$ cat src/rtl/hot_row_pkg.sv
// Shared defaults and types for the hot-row alert collector and its address FIFO.
package hot_row_pkg;

    localparam int DEF_ADDRESS_SIZE   = 16;
    localparam int DEF_FIFO_DEPTH     = 8;
    localparam int DEF_PTR_WIDTH      = 3;
    localparam int DEF_DROP_CNT_WIDTH = 8;

    typedef enum logic [1:0] {
        IDLE  = 2'd0,
        ACK   = 2'd1,
        GUARD = 2'd2
    } collector_state_t;

    typedef logic [DEF_ADDRESS_SIZE-1:0] hot_addr_t;

endpackage

$ cat src/rtl/hot_addr_fifo.sv
// First-word-fall-through queue of hot row addresses with a per-entry match vector.
// Callers must not push when full without popping, and must not pop when empty.
module hot_addr_fifo
    import hot_row_pkg::*;
#(
    parameter int ADDRESS_SIZE = DEF_ADDRESS_SIZE,
    parameter int FIFO_DEPTH   = DEF_FIFO_DEPTH,
    parameter int PTR_WIDTH    = DEF_PTR_WIDTH
) (
    input  logic                    clk,
    input  logic                    reset,
    input  logic                    push,
    input  logic [ADDRESS_SIZE-1:0] wr_data,
    input  logic                    pop,
    output logic [ADDRESS_SIZE-1:0] rd_data,
    output logic                    empty,
    output logic                    full,
    output logic [PTR_WIDTH:0]      count,
    input  logic                    match_en,
    input  logic [ADDRESS_SIZE-1:0] match_addr,
    output logic [FIFO_DEPTH-1:0]   match_vec
);

    logic [PTR_WIDTH:0]      wr_ptr_q, wr_ptr_d;
    logic [PTR_WIDTH:0]      rd_ptr_q, rd_ptr_d;
    logic [ADDRESS_SIZE-1:0] mem_q [FIFO_DEPTH];
    logic [ADDRESS_SIZE-1:0] mem_d [FIFO_DEPTH];
    logic [PTR_WIDTH-1:0]    slot_ofs;

    always_comb begin
        wr_ptr_d = wr_ptr_q + {{PTR_WIDTH{1'b0}}, push};
        rd_ptr_d = rd_ptr_q + {{PTR_WIDTH{1'b0}}, pop};
        mem_d    = mem_q;
        if (push) begin
            mem_d[wr_ptr_q[PTR_WIDTH-1:0]] = wr_data;
        end
    end

    assign empty   = (wr_ptr_q == rd_ptr_q);
    assign full    = (wr_ptr_q[PTR_WIDTH] != rd_ptr_q[PTR_WIDTH]) &&
                     (wr_ptr_q[PTR_WIDTH-1:0] == rd_ptr_q[PTR_WIDTH-1:0]);
    assign count   = wr_ptr_q - rd_ptr_q;
    assign rd_data = mem_q[rd_ptr_q[PTR_WIDTH-1:0]];

    // A slot is occupied when its distance from the head is below the occupancy.
    always_comb begin
        slot_ofs  = '0;
        match_vec = '0;
        for (int i = 0; i < FIFO_DEPTH; i++) begin
            slot_ofs     = PTR_WIDTH'(i) - rd_ptr_q[PTR_WIDTH-1:0];
            match_vec[i] = match_en && ({1'b0, slot_ofs} < count) &&
                           (mem_q[i] == match_addr);
        end
    end

    always_ff @(posedge clk or posedge reset) begin
        if (reset) begin
            wr_ptr_q <= '0;
            rd_ptr_q <= '0;
            for (int i = 0; i < FIFO_DEPTH; i++) begin
                mem_q[i] <= '0;
            end
        end else begin
            wr_ptr_q <= wr_ptr_d;
            rd_ptr_q <= rd_ptr_d;
            mem_q    <= mem_d;
        end
    end

endmodule

$ cat src/rtl/hot_row_alert_collector.sv
// Captures tracker hot-row alerts, acknowledges the tracker and queues addresses.
// Define HOT_ROW_DEDUP_EN to suppress captures already present in the queue.
//
// state | meaning
// IDLE  | waiting for alert; ref_addr latched on the cycle alert is seen
// ACK   | ref_read_en high; captured address pushed, dropped or deduplicated
// GUARD | alert ignored while the tracker clears it and realigns its phase
module hot_row_alert_collector
    import hot_row_pkg::*;
#(
    parameter int ADDRESS_SIZE   = DEF_ADDRESS_SIZE,
    parameter int FIFO_DEPTH     = DEF_FIFO_DEPTH,
    parameter int PTR_WIDTH      = DEF_PTR_WIDTH,
    parameter int DROP_CNT_WIDTH = DEF_DROP_CNT_WIDTH
) (
    input  logic                      clk,
    input  logic                      reset,
    input  logic                      alert,
    input  logic [ADDRESS_SIZE-1:0]   ref_addr,
    output logic                      ref_read_en,
    output logic                      hot_valid,
    output logic [ADDRESS_SIZE-1:0]   hot_addr,
    input  logic                      hot_ready,
    output logic [PTR_WIDTH:0]        fifo_count,
    output logic [DROP_CNT_WIDTH-1:0] drop_count,
    output logic                      overflow
);

`ifdef HOT_ROW_DEDUP_EN
    localparam logic DEDUP_EN = 1'b1;
`else
    localparam logic DEDUP_EN = 1'b0;
`endif

    collector_state_t          state_q, state_d;
    logic [ADDRESS_SIZE-1:0]   addr_q, addr_d;
    logic                      ref_read_en_q, ref_read_en_d;
    logic [DROP_CNT_WIDTH-1:0] drop_count_q, drop_count_d;
    logic                      overflow_q, overflow_d;

    logic                  fifo_empty, fifo_full;
    logic                  push, pop, drop, dup, in_ack;
    logic [FIFO_DEPTH-1:0] match_vec;

    hot_addr_fifo #(
        .ADDRESS_SIZE (ADDRESS_SIZE),
        .FIFO_DEPTH   (FIFO_DEPTH),
        .PTR_WIDTH    (PTR_WIDTH)
    ) u_fifo (
        .clk        (clk),
        .reset      (reset),
        .push       (push),
        .wr_data    (addr_q),
        .pop        (pop),
        .rd_data    (hot_addr),
        .empty      (fifo_empty),
        .full       (fifo_full),
        .count      (fifo_count),
        .match_en   (DEDUP_EN),
        .match_addr (addr_q),
        .match_vec  (match_vec)
    );

    always_comb begin
        state_d = state_q;
        addr_d  = addr_q;
        case (state_q)
            IDLE: begin
                if (alert) begin
                    addr_d  = ref_addr;
                    state_d = ACK;
                end
            end
            ACK:     state_d = GUARD;
            GUARD:   state_d = IDLE;
            default: state_d = IDLE;
        endcase
        ref_read_en_d = (state_d == ACK);

        // A pop on the ACK edge frees the slot the capture needs, so no drop then.
        in_ack = (state_q == ACK);
        pop    = !fifo_empty && hot_ready;
        dup    = |match_vec;
        push   = in_ack && !dup && (!fifo_full || pop);
        drop   = in_ack && !dup && fifo_full && !pop;

        drop_count_d = drop_count_q;
        if (drop && (drop_count_q != {DROP_CNT_WIDTH{1'b1}})) begin
            drop_count_d = drop_count_q + DROP_CNT_WIDTH'(1);
        end
        overflow_d = overflow_q || drop;
    end

    always_ff @(posedge clk or posedge reset) begin
        if (reset) begin
            state_q       <= IDLE;
            addr_q        <= '0;
            ref_read_en_q <= 1'b0;
            drop_count_q  <= '0;
            overflow_q    <= 1'b0;
        end else begin
            state_q       <= state_d;
            addr_q        <= addr_d;
            ref_read_en_q <= ref_read_en_d;
            drop_count_q  <= drop_count_d;
            overflow_q    <= overflow_d;
        end
    end

    assign ref_read_en = ref_read_en_q;
    assign hot_valid   = !fifo_empty;
    assign drop_count  = drop_count_q;
    assign overflow    = overflow_q;

endmodule

$ cat config.mk
export PLATFORM = sky130hd
export DESIGN_NAME = hot_row_alert_collector
export DESIGN_NICKNAME = d
export VERILOG_FILES = /design/src/rtl/hot_row_pkg.sv /design/src/rtl/hot_addr_fifo.sv /design/src/rtl/hot_row_alert_collector.sv
export SDC_FILE = /design/constraint.sdc
export NUM_CORES = 1
export LEC_CHECK = 0
export CAP_MARGIN = 20
export CORE_UTILIZATION = 39
export CTS_BUF_LIST = sky130_fd_sc_hd__clkbuf_16
export DETAILED_ROUTE_END_ITERATION = 12
export PLACE_DENSITY = 0.55
export SETUP_SLACK_MARGIN = 0.2
export SLEW_MARGIN = 20
export SYNTH_ARGS = -nofsm -noshare
export SYNTH_HDL_FRONTEND = slang
export SYNTH_SLANG_ARGS = --single-unit
$ cat constraint.sdc
create_clock -name clk -period 12.55 [get_ports clk]
set_input_delay 2.51 -clock clk [delete_from_list [all_inputs] [get_ports clk]]
set_output_delay 2.51 -clock clk [all_outputs]
set_load 0.005 [all_outputs]
==> key figures <==
Detailed routing
  – Via/cell ratio: ~5.2
  – Via Count: 4,100
  – DRC Markers: 0
  – DRT antenna net count: 0
  – 1st-pass router iterations: 4
  – Starting DRT DRC Count: 205
  – Post-DR wirelength/cell: 19.4 um
  – Routed WL: roughly 15 mm

GRT
  – Antenna violations before repair: 0
  – Vias in the first global route: 4,454
  – Grt total ovfl: 0
  – Gr usage total: 17.3%
  – Largest net degree at the start of global routing: 88
  – First-pass GRT wire length: 25.1 mm

Timing
  – Tmin final: 6.17 ns
  – Max-slew violation total from the final report: 0
  – Setup TNS Final: 0 ns
  – Count of final hold-check violations: 0
  – Period utilisation layout: 49.1%
  – Maximum clock rate: 162 MHz
  – Max_slew headroom: between 30 and 40%
  – Unrepaired setup endpoints after global routing: false
  – Final setup viols: 0
  – Worst-margin pin slew: just under 1 ns
  – Hold Slack: 0.471 ns
  – Clock skew: 0.00559 ns

Hold path
  – HP Class: reg2reg
  – Hold path start: overflow
  – Hold path cells: 1
  – Endpoint, Worst Hold: overflow

Floorplanning
  – Core Box Area: 18,700 um2
  – Initial core utilization: 39.9%
  – Die Wd: 140 um
  – DIE HEIGHT: ~140 um
  – Site row count: 50
  – Ports: between 50 and 60
  – Die area: 19,700 um2

Setup path
  – R2R Path End: u_fifo.mem_q[56]
  – Maximum fanout along the worst path: 19
  – Worst R2R Path Depth: 6
  – Crit path required time: 10.04 ns
  – Register-to-register setup slack: between 8 and 9 ns
  – CP Launch Type: flip-flop
  – Arr. time, crit path: 3.66 ns
  – Worst-path cell chain: clkinv_1, ha_1, nand3_1, or2b_1, clkdlybuf4s50_1
  – Max incr delay on CP: between 0.8 and 0.9 ns
  – Crit Path Category: reg2out
  – Worst setup EP type: primary output
  – RR Startpoint: u_fifo.rd_ptr_q[2]
  – Slowest-stage cell, CP: dfrtp_1

Clocking
  – CTS buffer count: 17
  – Post CTS Setup Buffer Count: 0
  – Root Buffer: clkbuf_16
  – Clk slew on worst S/H paths: 0.06 ns
  – Clk sinks: 164
  – H-tree depth: 4
  – Cts repair resizes: 0
  – Worst-Skew Late Latency: 0.43 ns
  – TritonCTS clock tree: yes
  – Maximum clock path buffer count: 2
  – Hold Buf Count CTS: 0

Yosys
  – Post-synthesis sequential area ratio: a little under three fifths
  – Post-synth net total: 520
  – Top_reg_cell synth: dfrtp_1
  – Post-Syn Area: 7460 um2
  – Post-synthesis cell type count: 40
  – Mapped Cells: 491
  – Ys async rst share: 100%
  – Yosys reg bits: 164
  – EDFF count, synth: 0
  – Yosys warnings: 0
  – Syn avg cell area: 15.2 um2

Placement
  – PortBufs: 50
  – Dpl hpwl: roughly 9.5 mm
  – RePlAce Congestion: 0.758

Cells and area
  – Layout cells sized above 1: about two fifths
  – Most common cell after layout, fill and taps aside: dfrtp_1
  – Layout area overhead: 18.0%
  – Most frequent cells in the layout: 162 x dfrtp_1, 125 x mux2_2, 52 x nand2_1
  – # nets final: 572
  – Ant diodes: 0

Power and ir drop
  – VDD IR max: approximately 190 uV
  – Internal power: 1.65 mW
  – Clock power frac: 22.7%
  – Leak: 3.90 nW
  – Pwr dens: ~270 nW/um2
  – Sw Share: 29.7%
  – Seq pwr share: 40.5%
  – Psw: 695 uW
  – Combinational power share: 36.8%

Job
  – Maxcap violations: 0

Status
  – Outcome: finished clean
cells in the mapped netlist, drive strengths merged, types with 2 or more instances:
library cell  number  share of area (%)
nand3              8               0.54
buf               17                1.6
mux2             145                 23
nand2             52                2.6
nor4               4               0.62
mux4              32                9.7
nor3b              3               0.37
xnor2              6               0.81
nand2b             2               0.27
dfrtp            164                 55
or4b               2               0.27
or3b               2               0.23
clkbuf             9               0.45
a21oi              2               0.13
ha                 8                1.3
xor2               7               0.82
inv                9               0.45
nor2               3               0.15
nor3               7               0.75
layer usage:
layer  track usage (%)  part of all wire [%]  routed length [um]  vias up
li1                  -                     -                   -     1875
met4              5.78                   1.3                 193        0
met5                 0                     0                   0        -
met3              4.68                   3.3                 512       19
met2              26.7                    48                7360       59
met1              23.5                    47                7270     2147
cell type report:
type                            instances  area (um2)
Multi-Input combinational cell        291        3180
Clock buffer                           17         425
Fill cell                            1655        9910
Timing Repair Buffer                   59         579
Inverter                               10        42.5
Tap cell                              234         293
Clock inverter                         15         173
Sequential cell                       164        4110
worst max path at each step:
stage,startpoint,to,slack (ns),cells past startpoint
floorplan,reset,addr_q[0],5.61,1
global route,u_fifo.rd_ptr_q[2],hot_valid,6.16,5
detailed placement,u_fifo.rd_ptr_q[2],hot_valid,6.74,5
CTS,u_fifo.rd_ptr_q[2],hot_valid,6.25,5
finish,u_fifo.rd_ptr_q[2],hot_valid,6.38,5
global placement,u_fifo.rd_ptr_q[2],hot_valid,6.81,5
flip-flops by register name, indices dropped and copies added, names as in the netlist:
register	cells
u_fifo.mem_q	128
u_fifo.rd_ptr_q	4
u_fifo.wr_ptr_q	4
drop_count	8
overflow	1
ref_read_en	1
state_q	2
addr_q	16
through the flow:
step | util, % | total power, mW | area [um2] | worst slack, ns | cells
2_1_floorplan | - | 1.49 | 7460 | 5.61 | 491
3_3_place_gp | 43.7 | 1.80 | 8180 | 6.81 | 757
3_5_place_dp | 43.8 | 1.83 | 8200 | 6.74 | 758
4_1_cts | 47.0 | 2.38 | 8790 | 6.25 | 790
5_1_grt | 47.0 | 2.50 | 8800 | 6.16 | 790
6_report | 47.0 | 2.34 | 8800 | 6.38 | 790
power groups by stage:
stage               logic (mW)  clock network [mW]  registers (mW)
global placement         0.862                   0           0.942
finish                   0.861               0.531           0.949
floorplan                0.630                   0           0.864
CTS                      0.881               0.545           0.951
global route             0.939               0.569           0.988
detailed placement       0.875                   0           0.960
critical path, delay by kind of cell, from the launching register on:
family                     cells  cell delay (ns)
buffers and inverters          2             1.30
adders and majority gates      1             0.63
DFF                            1             0.86
and+or+nand+nor                2             0.43
logic make-up after synthesis:
kind of cell               Yosys count  share of synthesized area [%]
adders and majority gates            9                           1.61
muxes                              177                           32.6
and+or+nand+nor                     88                           6.31
DFF                                164                           55.0
xor gates and xnor gates            13                           1.63
AOI/OAI and AO/OA                    4                          0.319
buffers and inverters               36                           2.55
No activity file was read; power rests on OpenSTA's default activity.
